[config.mk]
export PLATFORM = sky130hd
export DESIGN_NAME = irq_arbiter
export DESIGN_NICKNAME = d
export VERILOG_FILES = /design/src/rtl/irq_arbiter.sv
export SDC_FILE = /design/constraint.sdc
export NUM_CORES = 1
export LEC_CHECK = 0
export BUFFER_PORTS_ARGS = -buffer_cell sky130_fd_sc_hd__buf_2
export CAP_MARGIN = 20
export CORE_ASPECT_RATIO = 0.5
export CORE_MARGIN = 5
export CORE_UTILIZATION = 45
export CTS_CLUSTER_DIAMETER = 50
export DETAILED_ROUTE_END_ITERATION = 16
export PLACE_DENSITY = 0.85
export SLEW_MARGIN = 20
export SYNTH_ARGS = -nofsm -noshare
export SYNTH_HDL_FRONTEND = slang
export SYNTH_SLANG_ARGS = --single-unit
[constraint.sdc]
create_clock -name clk -period 1 [get_ports clk]
set_input_delay 0.15 -clock clk [delete_from_list [all_inputs] [get_ports clk]]
set_output_delay 0.15 -clock clk [all_outputs]
set_load 0.02 [all_outputs]
[src/rtl/irq_arbiter.sv]
// Interrupt arbiter: synchronises and edge-detects NUM_SRC sources into pending bits,
// masks and prioritises them, and drives a level irq/irq_id with ack handshake.
// Optional macro IRQ_ARB_ROUND_ROBIN_EN selects rotating priority instead of fixed lowest-index.
//
//   state  | meaning
//   IDLE   | no request outstanding, arbitrate among masked pending sources
//   ASSERT | irq/irq_id held for the latched winner until a matching ack
//   GAP    | one cycle with irq low so the core sees a deasserted level
module irq_arbiter #(
  parameter int NUM_SRC = 8,
  parameter int ID_BASE = 16
) (
  input  logic               clk,
  input  logic               res,
  input  logic [NUM_SRC-1:0] src_in,
  input  logic               mask_we,
  input  logic [NUM_SRC-1:0] mask_wdata,
  output logic [NUM_SRC-1:0] mask_q,
  output logic [NUM_SRC-1:0] pending_q,
  output logic               irq,
  output logic [4:0]         irq_id,
  input  logic               irq_ack,
  input  logic [4:0]         irq_ack_id
);

  typedef enum logic [1:0] {
    IDLE   = 2'd0,
    ASSERT = 2'd1,
    GAP    = 2'd2
  } state_t;

  localparam logic [4:0] ID_BASE5 = 5'(ID_BASE);

  state_t             state_q, state_d;
  logic [NUM_SRC-1:0] sync1_q, sync2_q, hist_q;
  logic [NUM_SRC-1:0] pend_q, pend_d, mask_r;
  logic [NUM_SRC-1:0] edge_det, cand, clr;
  logic [4:0]         win_q, win_d, id_q, id_d, sel;
  logic               irq_q, irq_d, found, ack_ok;

  assign edge_det = sync2_q & ~hist_q;
  assign cand     = pend_q & mask_r;
  assign ack_ok   = (state_q == ASSERT) && irq_ack && (irq_ack_id == id_q);

  always_comb begin
    clr = '0;
    for (int i = 0; i < NUM_SRC; i++) begin
      clr[i] = ack_ok && (win_q == 5'(i));
    end
  end

  // A fresh edge on the served source beats the ack clear.
  assign pend_d = (pend_q & ~clr) | edge_det;

`ifdef IRQ_ARB_ROUND_ROBIN_EN
  logic [4:0] ptr_q;

  always_ff @(posedge clk) begin
    if (res) begin
      ptr_q <= '0;
    end else if (ack_ok) begin
      ptr_q <= win_q;
    end
  end

  always_comb begin
    int start;
    found = 1'b0;
    sel   = '0;
    start = (int'(ptr_q) + 1) % NUM_SRC;
    for (int k = 0; k < NUM_SRC; k++) begin
      for (int i = 0; i < NUM_SRC; i++) begin
        if (!found && cand[i] && (i == ((start + k) % NUM_SRC))) begin
          found = 1'b1;
          sel   = 5'(i);
        end
      end
    end
  end
`else
  always_comb begin
    found = 1'b0;
    sel   = '0;
    for (int i = 0; i < NUM_SRC; i++) begin
      if (!found && cand[i]) begin
        found = 1'b1;
        sel   = 5'(i);
      end
    end
  end
`endif

  always_comb begin
    state_d = state_q;
    win_d   = win_q;
    id_d    = id_q;
    irq_d   = irq_q;
    case (state_q)
      IDLE: begin
        if (found) begin
          state_d = ASSERT;
          win_d   = sel;
          id_d    = ID_BASE5 + sel;
          irq_d   = 1'b1;
        end
      end
      ASSERT: begin
        // Masking the winner here does not withdraw the request.
        if (ack_ok) begin
          state_d = GAP;
          irq_d   = 1'b0;
        end
      end
      GAP: begin
        state_d = IDLE;
        irq_d   = 1'b0;
      end
      default: begin
        state_d = IDLE;
        irq_d   = 1'b0;
      end
    endcase
  end

  always_ff @(posedge clk) begin
    if (res) begin
      sync1_q <= '0;
      sync2_q <= '0;
      hist_q  <= '0;
      pend_q  <= '0;
      mask_r  <= '1;
      state_q <= IDLE;
      win_q   <= '0;
      id_q    <= '0;
      irq_q   <= 1'b0;
    end else begin
      sync1_q <= src_in;
      sync2_q <= sync1_q;
      hist_q  <= sync2_q;
      pend_q  <= pend_d;
      if (mask_we) begin
        mask_r <= mask_wdata;
      end
      state_q <= state_d;
      win_q   <= win_d;
      id_q    <= id_d;
      irq_q   <= irq_d;
    end
  end

  assign mask_q    = mask_r;
  assign pending_q = pend_q;
  assign irq       = irq_q;
  assign irq_id    = id_q;

endmodule
Yosys cells after proc, flatten, opt, wreduce, memory -nomap -nowiden
Index checks and enable logic that the tools add are counted.

storage, ports and cells
  output and inout bits = 22
  bits in registers = 53
  input port bits = 25

operators by class
  reductions and logical operators = 28
  eq/ne operators = 11
  multiplexer cells = 21
  bitwise operators = 6
  add/subtract/negate cells = 1

operators by type and width
  kind                   number
  $mux W5                6
  $and A8 B8 Y8          3
  $eq A5 B3 Y1 const B   4
  $logic_and A1 B1 Y1    17
  $not A8 Y8             2
  $mux W1                11
  $eq A5 B2 Y1 const B   2
  $or A8 B8 Y8           1
  $logic_not A1 Y1       7
  $add A5 B5 Y5 const A  1
  $eq A5 B1 Y1 const B   1
  $eq A5 B5 Y1           1
  $logic_not A5 Y1       1
  $mux W2                2
  $ne A2 B2 Y1 const B   2
  $pmux W2 S2            1
  $reduce_and A2 Y1      2
  $eq A2 B1 Y1 const B   1
  $logic_not A2 Y1       1
  $pmux W1 S2            1

Logic depth before layout (Yosys ltp)
Gate-level depths: netlist of the first run.

  depth after elaboration = 25
  gate-level depth with buffers = 4
  mapped depth without buffers = 4

Worst setup path before layout of the first run
No wires, ideal clock.

  kind = register -> register
  start point = reg pend_q[5] (netlist: pending_q[5])
  end point = reg win_q[1]
  period minus slack after synthesis = 1.313 ns
  path slack = -0.313 ns
  data arrival time = 1.178 ns
  buffers on the path = 0
  stages on the path, launching flop included = 5
  path through = dfxtp_1 > nand2_1 > a221o_1 > a311oi_1 > a211oi_1

on the way
  cells in the longest elaborated chain, start to end = 10
  elaborated cells between the ends (all ways) = 13
  those cells by class = mux: 6; bitwise: 1; reduce/logical: 6

RTL lines
  item                         line  RTL
  start, declared              36    logic [NUM_SRC-1:0] pend_q, pend_d, mask_r;
  start signal, assigned       140   pend_q <= pend_d;
  $and A8 B8 Y8 *              42    assign cand = pend_q & mask_r;
  $logic_and A1 B1 Y1 *        85    if (!found && cand[i]) begin
  $mux W1                      85
  $logic_not A1 Y1             85
  $logic_and A1 B1 Y1          85
  $mux W1                      85
  $logic_not A1 Y1             85
  $logic_and A1 B1 Y1          85
  $mux W1                      85
  $reduce_and A2 Y1 (no line)  --
  end signal, assigned         145   win_q <= win_d;
  end, declared                38    logic [4:0] win_q, win_d, id_q, id_d, sel;

Every way passes the cells marked *; elsewhere a longest branch is shown, timed or not.
A chain may end at the register's enable or synchronous reset.

Worst setup path after layout of the first run
  start point = reg state_q[1]
  end point = reg pend_q[6] (netlist: pending_q[6])

on the way
  cells in the longest elaborated chain, start to end = 7

RTL lines
  item                              line  RTL
  start, declared                   34    state_t state_q, state_d;
  start signal, assigned            144   state_q <= state_d;
  $eq A2 B1 Y1                      43    assign ack_ok = (state_q == ASSERT) && irq_ack && (irq_ack_id == id_q);
  $logic_and A1 B1 Y1 (2 in a row)  43
  $logic_and A1 B1 Y1               48    clr[i] = ack_ok && (win_q == 5'(i));
  $not A8 Y8                        53    assign pend_d = (pend_q & ~clr) | edge_det;
  $and A8 B8 Y8                     53
  $or A8 B8 Y8                      53

No other way between the ends.

==> results of run 1 <==
[metal layers]
metal | up-vias | GRT usage
met4 | 0 | 0.125
met3 | 38 | 0.0646
met1 | 795 | 0.247
met2 | 124 | 0.374
met5 | - | 0
li1 | 729 | -
[worst max-delay path, stage by stage, from the launching register on]
cell	delay, ns
dfxtp_2	0.33
and4bb_2	0.33
nand4_1	0.24
o21ai_1	0.28
a21oi_1	0.13
[placed cells by master, fill, tap and decap left out, drive strengths merged]
cell      instances
a2111oi           1
a211o             8
a211oi            1
a21oi            11
a221o             1
a221oi            2
a22oi             1
a311oi            1
a31o              1
and2              3
and3b             1
and4bb            1
buf              81
clkbuf            5
clkinv            2
clkinvlp          1
conb              1
dfxtp            46
inv               4
nand2            11
nand2b            8
nand3             3
nand4             3
nor2              4
nor2b            33
o21ai            10
o22ai             1
xnor2             2
[timing repair]
item | in CTS | in global routing
setup buffers | 6 | 6
hold buffers | 0 | 0
gates resized for setup | 87 | 22
endpoints found under the setup margin | 33 | 35
pin swaps | 12 | 11
[power by group through the flow]
stage          logic [mW]  clock network (mW)  registers [mW]
4_1_cts             0.927                1.15            2.04
3_3_place_gp        0.678                   0            2.05
3_5_place_dp        0.702                   0            2.06
5_1_grt              1.14                1.26            2.07
6_report             1.09                1.14            2.06
2_1_floorplan       0.287                   0            2.16
[worst paths after layout]
check | startpoint | end | slack [ns] | depth (start not counted)
setup / recovery | state_q[1] | pending_q[6] | -0.44 | 4
hold / removal | src_in[3] | sync1_q[3] | 0.06 | 2
setup reg to reg | state_q[1] | pending_q[6] | -0.44 | 4
hold reg to reg | sync1_q[6] | sync2_q[6] | 0.44 | 1
[metrics by stage]
stage	hold slack (ns)	TNS [ns]	std cells	utilization	area, um2
floorplan	0.268	-1.88	165	-	1670
global placement	0.354	-2.05	280	0.611	2120
detailed placement	0.358	-2.81	280	0.611	2120
CTS	0.0457	-3.51	294	0.725	2520
global route	0.0479	-6.55	298	0.753	2610
finish	0.0551	-5.52	298	0.753	2610
[sequential cells by signal, indices dropped and copies added (netlist names)]
signal,count
pending_q,8
sync2_q,8
mask_q,8
state_q,2
win_q,2
hist_q,8
sync1_q,8
irq_id,2
[cell usage after synthesis, drive strengths merged, types with 2 or more instances]
library cell  instances  area [um2]
a211o                 8        70.1
a21oi                11        55.1
a221oi                2        23.8
and2                  3        18.8
buf                   4        21.3
clkbuf                3        11.3
dfxtp                46         921
inv                   4        15.0
nand2                11        41.3
nand2b                8        50.1
nand3                 3        20.0
nand4                 3        18.8
nor2                  4        15.0
nor2b                33         206
o21ai                10        53.8
xnor2                 2        17.5
[area by class of cell]
cell class | instances | share of cell area
Sequential cell | 46 | 0.369
Multi-Input combinational cell | 108 | 0.294
Timing Repair Buffer | 81 | 0.273
Clock buffer | 5 | 0.0263
Tap cell | 51 | 0.0244
Clock inverter | 3 | 0.00814
Inverter | 4 | 0.00574
[cells by family after synthesis]
| logic type | share of synthesized area |
|---|---|
| AOI/OAI and AO/OA | 0.161 |
| xor gates and xnor gates | 0.0106 |
| buffers and inverters | 0.0289 |
| DFF | 0.559 |
| other | 0.00228 |
| and+or+nand+nor | 0.238 |
==> impl_metrics.yaml, run 1 <==
outcome:
  outcome: "finished with violations"
  failed_checks: "negative setup slack"
grt:
  globalRouteOverflowTotal: 0
  grt_max_degree: 19
  grt_pass1_vias: 1596
  grt.total_usage: 0.220
  grt_pass1_wl_um: 8140
  antenna_found_initial: 0
drt:
  top_layer: "met4"
  wl_per_cell_um: 19.8
  dr_wl_met3_um: 616
  wl_met1_um: 2130
  viasPerCell: 5.66
  ant_nets: 0
  route.met2.wl_um: 2780
  drt_first_pass_iters: 4
  wirelength_um: 5890
  route.detailed.drc: 0
  num_vias: 1686
  drt-initial-drc-count: 174
yosys:
  synth.net_count: 190
  synth-edff-count: 0
  ys_async_sr_fraction: 0
  syn_inst: 165
  yosysWarningCount: 0
  yosysSeqAreaShare: 0.559
  synth_cell_types: 31
  post_synth.cell_area_avg_um2: 9.98
  netlist_area_um2: 1650
  synth_top_flop_cell: "dfxtp_1"
  ys_ff_latch: 46
sta:
  fin_skew_ns: 0.0124
  drv_slew: 0
  fin_crit_sh: 1.44
  hold_violations: 0
  rsz0062_at_grt: "yes"
  setup_ws_ns: -0.443
  clock.fmax_ghz: 0.693
  fin_crit_ns: 1.44
  setup_viol_count_final: 34
worst_hold_path:
  hold_path.class: "in2reg"
place:
  place_congestion: 0.908
  place_ws_ns: -0.314
  numPortBuffers: 45
  hpwl_um: 2950
setup_path:
  critical_path.max_fanout: 4
  path_class: "reg2reg"
  startpoint_type: "flop"
  cp_data_arrival_time_ns: 1.62
  crit_required_ns: 1.17
  endpoint_kind: "flop"
floorplan:
  pin_count: 47
  die_area_um2: 5040
  initial_core_util: 0.474
  die_w_um: 95.5
  rows: 15
  coreArea_um2: 3470
  die_y_um: 52.8
cts:
  htreeDepth: 2
  clock_sinks: 46
  clock-root-buffer: "clkbuf_8"
  cts-buffers-inserted: 5
  clock_latency_ns: 0.30
  cts_tree: "done"
  cts_buffer_depth: 2
  path_clk_slew_ns: 0.10
flow_run:
  maxCapViolCount: 0
power:
  pwr-share-seq: 0.480
  p_clk_frac: 0.266
  vdd_drop_max_uv: 912
  finalPower_mw: 4.28
  cell_internal_pwr_mw: 3.00
  p_switching_mw: 1.28
  switching_share: 0.299
  power.density_nw_per_um2: 1640
  p_leak_nw: 1.11
  comb_power_share: 0.254
layout:
  layout-drive-gt1-share: 0.543
  final_nets: 271
  multi_input_comb_area_um2: 768
  antenna_cells: 0
  fill_cells: 209
  area_growth_pct: 58.7
  ff_latch_area_um2: 963
No activity file was read; power rests on OpenSTA's default activity.
==> run 2: changes to the inputs <==
==> config.mk (replaced) <==
export PLATFORM = sky130hd
export DESIGN_NAME = irq_arbiter
export DESIGN_NICKNAME = d
export VERILOG_FILES = /design/src/rtl/irq_arbiter.sv
export SDC_FILE = /design/constraint.sdc
export NUM_CORES = 1
export LEC_CHECK = 0
export CAP_MARGIN = 20
export CORE_ASPECT_RATIO = 0.5
export CORE_MARGIN = 5
export CORE_UTILIZATION = 54
export CTS_CLUSTER_DIAMETER = 50
export DETAILED_ROUTE_END_ITERATION = 16
export DONT_BUFFER_PORTS = 1
export PLACE_DENSITY = 0.84
export SLEW_MARGIN = 20
export SYNTH_ARGS = -nofsm -noshare
export SYNTH_HDL_FRONTEND = slang
export SYNTH_SLANG_ARGS = --single-unit
==> run 2 against run 1 <==
Against the previous run: the flow finishes with violations (negative hold slack, negative setup slack); clock skew shrank 0.0051 ns; via count shrank 23%; global-route usage shrank 3.5 points; first-iteration DRC count shrank 43%; register-to-register slack gained 0.19 ns; largest power group unchanged; cell count shrank 17%; highest routed layer unchanged.
==> impl_metrics.yaml, run 2 (synthesis gave the netlist of run 1 again) <==
outcome:
  outcome: "finished with violations"
  failed_checks: "negative hold slack, negative setup slack"
setup_path:
  reg2regPathDepth: 4
  startpoint_type: "flop"
  crit_required_ns: 1.18
  critPathLaunch: "pending_q[3]"
  path_class: "reg2reg"
  endpoint: "win_q[1]"
  endpoint_kind: "flop"
  reg2reg_slack_ns: -0.25
  r2r_start: "pending_q[3]"
  critical_path.max_fanout: 2
  cp_data_arrival_time_ns: 1.43
  reg2reg_to: "win_q[1]"
sta:
  clock.fmax_ghz: 0.799
  fin_crit_sh: 1.25
  rsz0062_at_grt: "yes"
  hold_violations: 37
  fin_crit_ns: 1.25
  setup_ws_ns: -0.251
  drv_slew: 0
  setup_viol_count_final: 20
  fin_skew_ns: 0.00732
  whs_ns: -0.0991
layout:
  final_nets: 230
  layout-drive-gt1-share: 0.354
  area_growth_pct: 33.6
  mostFrequentLayoutCell: "nor2b_1"
  antenna_cells: 0
  fin_util: 0.743
  finalInstanceArea_um2: 2200
  instances_no_fill: 246
  final_cell_mix: "33 x nor2b_1, 29 x dfxtp_1, 24 x buf_4"
cts:
  clock-root-buffer: "clkbuf_8"
  htreeDepth: 2
  cts-buffers-inserted: 5
  cts_tree: "done"
  postCtsHoldBufs: 8
  clock_latency_ns: 0.30
  path_clk_slew_ns: 0.08
  clock_sinks: 46
  cts_buffer_depth: 2
grt:
  antenna_found_initial: 0
  grt_max_degree: 47
  grt_pass1_vias: 1199
  grt_pass1_wl_um: 5860
  grt.total_usage: 0.184
  globalRouteOverflowTotal: 0
floorplan:
  pin_count: 47
  initial_core_util: 0.556
  die_area_um2: 4320
  coreArea_um2: 2960
  die_y_um: 49.0
  die_w_um: 88.1
  rows: 14
place:
  place_congestion: 0.809
  dp_cells: 228
  hpwl_um: 2480
  dpl_cell_area_um2: 1910
  numPortBuffers: 0
power:
  vdd_drop_max_uv: 972
  p_leak_nw: 0.891
  power.density_nw_per_um2: 1750
worst_hold_path:
  hold_path.class: "in2reg"
  hold_start: "res"
drt:
  route.detailed.drc: 0
  wirelength_um: 3790
  drt_first_pass_iters: 4
  wl_per_cell_um: 15.4
  ant_nets: 0
  num_vias: 1298
  drt-initial-drc-count: 100
  viasPerCell: 5.28
flow_run:
  maxCapViolCount: 0
[run 2: worst min path at each step]
stage	to	slack [ns]	cells past startpoint
2_1_floorplan	mask_q[7]	0.27	1
3_3_place_gp	pending_q[5]	0.22	1
3_5_place_dp	pending_q[5]	0.22	1
4_1_cts	pending_q[5]	-0.11	1
5_1_grt	irq_id[4]	-0.12	1
6_report	irq_id[4]	-0.1	1
[run 2: where the power goes]
part           internal (mW)  switching, mW  total (mW)
Sequential              1.95         0.0805        2.03
Combinational          0.349          0.362       0.710
Clock                  0.493          0.617        1.11
Total                   2.79           1.06        3.85
[run 2: worst max-delay path, stage by stage (launching register included)]
cell and delay (ns):
dfxtp_2 0.34, and2_4 0.16, a221o_1 0.27, a311oi_2 0.28, a211oi_2 0.07
[run 2: metrics by stage]
step,TNS (ns),power (mW),hold WS [ns],setup slack (ns)
after CTS,-2.50,3.82,-0.106,-0.218
final,-3.00,3.85,-0.0991,-0.251
after detailed placement,-2.42,2.64,0.217,-0.244
after global placement,-2.05,2.62,0.216,-0.225
after floorplan,-1.88,2.45,0.268,-0.189
after global routing,-4.09,4.03,-0.118,-0.314
[run 2: per-layer routing]
layer  global-route usage  part of all wire  vias to the layer above
li1                     -                 -                      638
met4               0.0980             0.023                        0
met2                0.298              0.47                       41
met3               0.0540             0.077                        7
met5                    0                 0                        -
met1                0.221              0.43                      612
[run 2: area by class of cell]
cell class	count	area, um2
sequential	46	952
tap	40	50.0
inverter	4	15.0
timing repair buffer	40	350
fill	197	761
clock buffer	6	72.6
multi-input combinational	108	746
clock inverter	2	13.8
[run 2: timing repair]
action | CTS | global route
buffers inserted | 2 | 1
cloned | 0 | 0
hold endpoints to repair | 45 | 37
gates resized for setup | 25 | 11
pin swaps | 14 | 7
setup endpoints to repair | 18 | 26
==> run 3: changes to the inputs <==
--- a/config.mk
+++ b/config.mk
@@ -6,13 +6,15 @@
 export NUM_CORES = 1
 export LEC_CHECK = 0
 export CAP_MARGIN = 20
-export CORE_ASPECT_RATIO = 0.5
+export CORE_ASPECT_RATIO = 1.1
 export CORE_MARGIN = 5
-export CORE_UTILIZATION = 54
+export CORE_UTILIZATION = 55
+export CTS_BUF_LIST = sky130_fd_sc_hd__clkbuf_4
 export CTS_CLUSTER_DIAMETER = 50
 export DETAILED_ROUTE_END_ITERATION = 16
 export DONT_BUFFER_PORTS = 1
-export PLACE_DENSITY = 0.84
+export MAX_ROUTING_LAYER = met4
+export PLACE_DENSITY = 0.85
 export SLEW_MARGIN = 20
 export SYNTH_ARGS = -nofsm -noshare
 export SYNTH_HDL_FRONTEND = slang
==> run 3 against run 2 <==
Against the previous run: the flow still finishes with violations (negative hold slack, negative setup slack); global-route usage grew 1.8 points; clock skew down 0.0039 ns; first-iteration DRC count fell by 25%; highest routed layer unchanged.
==> impl_metrics.yaml, run 3 (synthesis gave the netlist of run 1 again) <==
setup_path:
  reg2reg_to: "pending_q[3]"
  reg2reg_slack_ns: -0.31
  startpoint_type: "flop"
  endpoint_kind: "flop"
  crit_chain: "and4bb_2, nand4_1, o21ai_0, a21oi_1"
  slowest_delay_ns: 0.35
  critical_path.max_fanout: 4
  crit_required_ns: 1.26
  worst_path_max_delay_cell: "dfxtp_2"
  reg2regPathDepth: 4
  r2r_start: "state_q[1]"
  path_class: "reg2reg"
  cp_data_arrival_time_ns: 1.57
layout:
  area_growth_pct: 39.6
  instances_no_fill: 243
  final_cell_mix: "33 x nor2b_1, 25 x buf_6, 24 x dfxtp_1"
  antenna_cells: 0
  mostFrequentLayoutCell: "nor2b_1"
  final_nets: 234
  fill_cells: 190
  finalInstanceArea_um2: 2300
  layout-drive-gt1-share: 0.395
grt:
  antenna_found_initial: 0
  grt_pass1_vias: 1356
  grt_max_degree: 47
  grt.total_usage: 0.203
  globalRouteOverflowTotal: 0
  grt_pass1_wl_um: 6420
place:
  numPortBuffers: 0
  dpl_cell_area_um2: 1910
  dp_cells: 222
  hpwl_um: 2790
  place_congestion: 0.850
  place_ws_ns: -0.320
drt:
  wirelength_um: 4060
  num_vias: 1332
  drt_first_pass_iters: 4
  drt-initial-drc-count: 75
  wl_per_cell_um: 16.7
  ant_nets: 0
  viasPerCell: 5.48
  route.detailed.drc: 0
cts:
  cts_tree: "done"
  cts_buffer_depth: 2
  clock_sinks: 46
  cts-buffers-inserted: 5
  path_clk_slew_ns: 0.12
  clock-root-buffer: "clkbuf_4"
  htreeDepth: 2
  postCtsHoldBufs: 8
  clock_latency_ns: 0.35
floorplan:
  die_w_um: 62.2
  initial_core_util: 0.582
  rows: 20
  pin_count: 47
  die_area_um2: 4190
  die_y_um: 67.4
  coreArea_um2: 2830
worst_hold_path:
  hold_depth: 1
  hold_start: "res"
  hold_end: "state_q[0]"
  hold_path.class: "in2reg"
sta:
  fin_crit_ns: 1.31
  hold_violations: 38
  whs_ns: -0.163
  fin_skew_ns: 0.00346
  rsz0062_at_grt: "yes"
  setup_viol_count_final: 26
  clock.fmax_ghz: 0.764
  fin_crit_sh: 1.31
  setup_tns_ns: -3.67
  setup_ws_ns: -0.308
  drv_slew: 0
outcome:
  failed_checks: "negative hold slack, negative setup slack"
  outcome: "finished with violations"
power:
  finalPower_mw: 3.95
  p_leak_nw: 0.929
  vdd_drop_max_uv: 1640
  power.density_nw_per_um2: 1720
flow_run:
  maxCapViolCount: 0
==> run 3: layer usage <==
metal / vias up / part of all wire / GRT usage
met1: 636 / 0.39 / 0.208
li1: 646 / - / -
met5: - / 0 / -
met3: 12 / 0.064 / 0.0682
met4: 0 / 0.027 / 0.0894
met2: 38 / 0.52 / 0.355
==> run 3: worst max path at each step <==
stage | from | end | slack, ns | cells after the start
2_1_floorplan | pending_q[1] | win_q[0] | -0.19 | 4
3_3_place_gp | irq_id[4] | pending_q[7] | -0.27 | 4
3_5_place_dp | irq_id[4] | pending_q[7] | -0.32 | 4
4_1_cts | state_q[1] | pending_q[3] | -0.26 | 4
5_1_grt | state_q[1] | pending_q[1] | -0.32 | 4
6_report | state_q[1] | pending_q[3] | -0.31 | 4
==> run 3: final cells by class <==
cell class                      count  area (um2)  share of cell area
Sequential cell                    46         963               0.419
Multi-Input combinational cell    108         752               0.327
Timing Repair Buffer               44         444               0.193
Clock buffer                        6        45.0              0.0196
Tap cell                           33        41.3              0.0180
Clock inverter                      2        37.5              0.0163
Inverter                            4        15.0             0.00653
==> run 3: through the flow <==
stage                     hold WS [ns]   util
after floorplan                  0.268      -
after global placement           0.215  0.676
after detailed placement         0.218  0.676
after CTS                       -0.174  0.791
after global routing            -0.191  0.813
final                           -0.163  0.813
==> run 3: power breakdown <==
part / internal [mW] / leakage [nW] / switching (mW)
Sequential: 1.96 / 0.385 / 0.0893
Clock: 0.555 / 0.0419 / 0.563
Combinational: 0.413 / 0.502 / 0.374
==> run 3: timing repair <==
| item | CTS | global route |
|---|---|---|
| pin swaps | 14 | 11 |
| gates resized for setup | 49 | 10 |
| endpoints found under the setup margin | 35 | 35 |
| buffers inserted | 2 | 3 |
| hold endpoints to repair | 46 | 38 |
==> run 3: worst max-delay path, delay by kind of cell, from the launching register on <==
kind             cells  cell delay (ns)
flip-flops           1             0.35
AO/OA/AOI/OAI        2             0.33
AND/OR/NAND/NOR      2             0.54
